<file path="src/rtl/router_out_arbiter.sv">
// router_out_arbiter: packet-level round-robin arbiter with XY route check for one router output port
`ifndef ROUTER_BUS_W
`define ROUTER_BUS_W 32
`endif
module router_out_arbiter #(
    parameter int         BUS_W   = `ROUTER_BUS_W,
    parameter int         N_IN    = 5,
    parameter logic [3:0] LOCAL_X = 4'd0,
    parameter logic [3:0] LOCAL_Y = 4'd0,
    parameter logic [2:0] OUT_DIR = 3'd0
) (
    input  logic                  clk,
    input  logic                  rst,
    input  logic [N_IN-1:0]       s_tvalid,
    output logic [N_IN-1:0]       s_tready,
    input  logic [N_IN*BUS_W-1:0] s_tdata,
    input  logic [N_IN-1:0]       s_tlast,
    output logic                  m_tvalid,
    input  logic                  m_tready,
    output logic [BUS_W-1:0]      m_tdata,
    output logic                  m_tlast,
    output logic [2:0]            grant,
    output logic                  busy,
    output logic [15:0]           pkt_cnt,
    output logic [15:0]           drop_cnt
);
    typedef enum logic [1:0] {IDLE, PASS, DROP} state_t;
    state_t      state_q;
    logic [2:0]  ptr_q, grant_q, ptr_d, sel;
    logic [15:0] pkt_cnt_q, drop_cnt_q;
    logic [3:0]  idx, dst_x, dst_y;
    logic [2:0]  dir;
    logic        found, g_valid, g_last, pass_done, drop_done;
    // Rotating first-set search starting at ptr_q
    always_comb begin
        sel   = ptr_q;
        found = 1'b0;
        idx   = 4'd0;
        for (int k = 0; k < N_IN; k++) begin
            idx = {1'b0, ptr_q} + 4'(k);
            idx = idx >= 4'(N_IN) ? idx - 4'(N_IN) : idx;
            if (!found && s_tvalid[idx[2:0]]) begin
                found = 1'b1;
                sel   = idx[2:0];
            end
        end
    end
    // Header layout is src_x, src_y, dst_x, dst_y, ... from the MSB down
    assign dst_x = s_tdata[int'(sel)*BUS_W + BUS_W-9 -: 4];
    assign dst_y = s_tdata[int'(sel)*BUS_W + BUS_W-13 -: 4];
    assign dir   = dst_x > LOCAL_X ? 3'd2 :
                   dst_x < LOCAL_X ? 3'd4 :
                   dst_y > LOCAL_Y ? 3'd1 :
                   dst_y < LOCAL_Y ? 3'd3 : 3'd0;
    assign g_valid   = s_tvalid[grant_q];
    assign g_last    = s_tlast[grant_q];
    assign m_tdata   = s_tdata[int'(grant_q)*BUS_W +: BUS_W];
    assign m_tlast   = g_last;
    assign m_tvalid  = state_q == PASS && g_valid;
    assign s_tready  = state_q == PASS ? {{(N_IN-1){1'b0}}, m_tready} << grant_q :
                       state_q == DROP ? {{(N_IN-1){1'b0}}, 1'b1} << grant_q : '0;
    assign pass_done = m_tvalid && m_tready && g_last;
    assign drop_done = state_q == DROP && g_valid && g_last;
    assign ptr_d     = grant_q == 3'(N_IN-1) ? 3'd0 : grant_q + 3'd1;
    assign grant     = grant_q;
    assign busy      = state_q != IDLE;
    assign pkt_cnt   = pkt_cnt_q;
    assign drop_cnt  = drop_cnt_q;
    always_ff @(posedge clk) begin
        if (rst) begin
            state_q    <= IDLE;
            ptr_q      <= 3'd0;
            grant_q    <= 3'd0;
            pkt_cnt_q  <= 16'd0;
            drop_cnt_q <= 16'd0;
        end else begin
            case (state_q)
                IDLE: if (found) begin
                    grant_q <= sel;
                    state_q <= dir == OUT_DIR ? PASS : DROP;
                end
                PASS: if (pass_done) begin
                    state_q   <= IDLE;
                    ptr_q     <= ptr_d;
                    pkt_cnt_q <= pkt_cnt_q + 16'(pkt_cnt_q != 16'hFFFF);
                end
                DROP: if (drop_done) begin
                    state_q    <= IDLE;
                    ptr_q      <= ptr_d;
                    drop_cnt_q <= drop_cnt_q + 16'(drop_cnt_q != 16'hFFFF);
                end
                default: state_q <= IDLE;
            endcase
        end
    end
endmodule

</file>
<file path="config.mk">
export PLATFORM = sky130hd
export DESIGN_NAME = router_out_arbiter
export DESIGN_NICKNAME = d
export VERILOG_FILES = /design/src/rtl/router_out_arbiter.sv
export SDC_FILE = /design/constraint.sdc
export NUM_CORES = 1
export LEC_CHECK = 0
export CORE_ASPECT_RATIO = 1.5
export CORE_MARGIN = 4
export CORE_UTILIZATION = 40
export CTS_CLUSTER_SIZE = 30
export DETAILED_ROUTE_END_ITERATION = 8
export HOLD_SLACK_MARGIN = 0.15
export PLACE_DENSITY = 0.88
export SYNTH_ARGS = -nofsm -noshare
export SYNTH_HDL_FRONTEND = slang
export SYNTH_SLANG_ARGS = --single-unit
</file>
<file path="constraint.sdc">
create_clock -name clk -period 5.4 [get_ports clk]
set_input_delay 1.08 -clock clk [delete_from_list [all_inputs] [get_ports clk]]
set_output_delay 1.08 -clock clk [all_outputs]
set_load 0.02 [all_outputs]
</file>
==> metrics.log <==
[metrics] power density cells: 401 nW/um^2
[metrics] number of antenna violations at the first check in global routing: 0
[metrics] final instance area: 7210 sq um
[metrics] Rel. slew slack: 32.8%
[metrics] Tot GR Track Use: 27.6%
[metrics] data arrival time of the critical path: 4.95 ns
[metrics] pin count of the biggest net entering global routing: 75
[metrics] area fraction of the dominant cell type after synthesis: 18.0%
[metrics] post-layout total power: 2.89 mW
[metrics] Data required, critical path: 5.62 ns
[metrics] cell count after placement: 963
[metrics] clock root cell: sky130_fd_sc_hd__clkbuf_16
[metrics] # port buffers: 247
[metrics] number of buffers added for setup after CTS: 0
[metrics] Synth Net Count: 790
[metrics] cells after synthesis: 598
[metrics] worst vdd rail ir drop: 275 uV
[metrics] Initial Util: 41.4%
[metrics] final standard cell utilization of the core: 67.0%
[metrics] number of nets in the layout: 1018
[metrics] netlist area before placement: 4450 sq um
[metrics] minimum setup slack in the final design: 0.673 ns
[metrics] gpl congestion: 1.03
[metrics] Finish-stage setup viols: 0
[metrics] TritonCTS clock tree: yes
[metrics] number of top-level pins: 248
[metrics] Post-synth ARST share: 0%
[metrics] worst slack at placement: 0.519 ns
[metrics] commonest register cell after synthesis: sky130_fd_sc_hd__dfxtp_1
[metrics] floorplan row count: 46
[metrics] Max Cap Violations: 0
[metrics] clock sink total: 40
[metrics] number of buffers created by CTS: 5
[metrics] detailed-route wire length: 18500 microns
[metrics] mean instance size in the synthesized netlist: 7.45 sq um
[metrics] Final Hold Viols: 0
[metrics] maximum single-stage delay on the critical path: 0.64 ns
[metrics] placed cell areas: 7030 sq um
[metrics] minimum period implied by the final worst setup slack: 4.73 ns
[metrics] worst reg2reg path depth: 16
[metrics] cell types with the largest area share after synthesis: sky130_fd_sc_hd__dfxtp_1 18%, sky130_fd_sc_hd__mux2i_1 18%, sky130_fd_sc_hd__nor2_1 7.9%
[metrics] via count of the first global-routing pass: 5550
[metrics] GR Overflow Total: 0
[metrics] First DRT Iteration DRCs: 183
[metrics] total number of H-tree levels: 2
[metrics] FILL cells: 879
[metrics] number of cells traversed by the worst hold path: 2
[metrics] chip width: 94.2 microns
[metrics] nature of the critical path startpoint: flip-flop
[metrics] HPWL after detailed placement: 14800 microns
[metrics] Unique masters post-synth: 73
[metrics] unrepaired setup endpoints after global routing: false
[metrics] Placeable Area: 10800 sq um
[metrics] type of the most critical hold path: flip-flop to flip-flop
[metrics] Critical Path Fanout Max: 16
[metrics] fin crit share: 87.5%
[metrics] Synth Register Bits: 40
[metrics] count of placed standard cells in the final layout, fillers left out: 971
[metrics] total via count after detailed routing: 5537
[metrics] Max Clk Rate: 0.212 GHz
[metrics] most area-hungry cell type in the Yosys netlist: sky130_fd_sc_hd__dfxtp_1
[metrics] # DRC: 0
[metrics] worst clock skew on the final layout: 0.00863 ns
[metrics] remaining antenna violation count: 0
[metrics] ratio of routed vias to standard cells: 5.70
[metrics] flip-flop and latch area: 806 sq um
[metrics] area enclosed by the die boundary: 12900 sq um
[metrics] final number of max-transition violations: 0
[metrics] share of cells above drive strength 1: 5.68%
[metrics] router iterations before antenna repair: 5
[metrics] list of cells traversed by the critical path: inv_1 > ha_1 > or4b_1 > o21ai_1 > a22oi_1 > o221ai_2 > nor3_1 > o22a_1 > o22ai_1 > nand2_1 > ha_1 > nor4b_1 > a21oi_1 > nor4b_1 > o22a_1 > o311a_1
[metrics] Max clock buf depth: 2
[metrics] endpoint class of the critical path: flip-flop
[metrics] Reg clk slew, reported paths: 0.06 ns
[metrics] source-to-sink clock delay at the later pin of the worst-skew pair: 0.28 ns
[metrics] vertical extent of the die: 137 microns
[metrics] measured slew at the worst slew-check pin: 1.01 ns
[metrics] most instantiated cells after synthesis: 94 x sky130_fd_sc_hd__nor2_1, 80 x sky130_fd_sc_hd__mux2i_1, 57 x sky130_fd_sc_hd__a21oi_1
[metrics] most numerous cell in the Yosys netlist: sky130_fd_sc_hd__nor2_1
[metrics] Max stage delay cell, worst path: sky130_fd_sc_hd__dfxtp_1
[metrics] run status: finished clean
[metrics] synthesis warning total: 0
[metrics] post-route worst hold slack: 0.507 ns
[metrics] Setup CP Type: flip-flop to flip-flop
[metrics] total negative slack: 0 ns
[metrics] area added between synthesis and finish: 61.8%
[metrics] wire length of the first global-routing pass: 28300 microns
[metrics] share of synthesized area occupied by flip-flops and latches: 18.0%
[metrics] antenna cell count: 0
[metrics] Multi-input gate area: 3440 sq um
[metrics] Lkg Pwr: 2.56 nW
[metrics] count of flip-flops with a built-in enable after synthesis: 0
[metrics] Routed wire per std cell: 19.0 microns
[critical path, delay by kind of cell (launching register included)]
family | cells | cell delay [ns]
AND/OR/NAND/NOR | 5 | 1.37
buffers and inverters | 1 | 0.20
AO/OA/AOI/OAI | 8 | 1.53
flip-flops | 1 | 0.64
adder cells (fa/ha/maj) | 2 | 0.94
[cells in the final DEF, fill, tap and decap left out, types with 4 or more instances in the layout]
cell                              count
sky130_fd_sc_hd__xor2_1              16
sky130_fd_sc_hd__o21ai_0             12
sky130_fd_sc_hd__clkdlybuf4s50_1    247
sky130_fd_sc_hd__ha_1                18
sky130_fd_sc_hd__mux2_2               5
sky130_fd_sc_hd__nor2_1              94
sky130_fd_sc_hd__xnor2_1              9
sky130_fd_sc_hd__nand2_1             29
sky130_fd_sc_hd__o211ai_1             5
sky130_fd_sc_hd__inv_1               18
sky130_fd_sc_hd__o22ai_1             37
sky130_fd_sc_hd__clkbuf_16            5
sky130_fd_sc_hd__and3_1               4
sky130_fd_sc_hd__mux2i_1             80
sky130_fd_sc_hd__a21oi_1             57
sky130_fd_sc_hd__or2_2                5
sky130_fd_sc_hd__nor3_1              10
sky130_fd_sc_hd__a22oi_1              5
sky130_fd_sc_hd__nor4_1               6
sky130_fd_sc_hd__buf_4                9
sky130_fd_sc_hd__nand2b_1             7
sky130_fd_sc_hd__nor2b_1             10
sky130_fd_sc_hd__and2_1               5
sky130_fd_sc_hd__nand4_1              4
sky130_fd_sc_hd__or3_1                9
sky130_fd_sc_hd__dfxtp_1             38
sky130_fd_sc_hd__nand3_1             17
[state kept, by name, indices dropped and copies added, names as in the netlist]
signal / count
state_q: 2
grant: 3
drop_cnt: 16
ptr_q: 3
pkt_cnt: 16
[logic make-up (layout without fill, tap and decap cells)]
group / Yosys count / count (layout) / share of synthesized area [%]
adder cells (fa/ha/maj): 19 / 19 / 5.51
AO/OA/AOI/OAI: 159 / 159 / 23.7
buffers and inverters: 54 / 283 / 5.06
flip-flops: 40 / 40 / 18.0
XOR/XNOR: 26 / 26 / 5.28
AND/OR/NAND/NOR: 215 / 215 / 23.3
multiplexers: 85 / 85 / 19.2
[repair_timing]
item,CTS,global route
hold buffers,0,0
hold endpoints to repair,0,0
gates resized for setup,0,1
endpoints found under the setup margin,0,1
[per-layer routing]
| layer | wire (microns) | track usage, % | part of all wire (%) |
|---|---|---|---|
| met1 | 6740 | 29.5 | 36 |
| met2 | 9230 | 50.0 | 50 |
| met3 | 1520 | 7.10 | 8.2 |
| met4 | 994 | 13.3 | 5.4 |
| met5 | 0 | 0 | 0 |
[power breakdown]
part	switching, mW	internal, mW
combinational	1.21	0.992
clock	0.123	0.220
sequential	0.0266	0.317
[cell type report]
cell class | instances | share of cell area (%)
clock buffer | 5 | 1.74
clock inverter | 3 | 0.660
inverter | 19 | 0.990
multi-input combinational | 504 | 47.7
sequential | 40 | 11.2
tap | 144 | 2.50
timing repair buffer | 256 | 35.2
[worst paths after layout]
kind / start / to / slack [ns]
setup / recovery: ptr_q[2] / state_q[0] / 0.67
hold / removal: pkt_cnt[10] / pkt_cnt[10] / 0.51
setup reg to reg: ptr_q[2] / state_q[0] / 0.67
hold reg to reg: pkt_cnt[10] / pkt_cnt[10] / 0.51
Power figures use the tool's default switching activity.
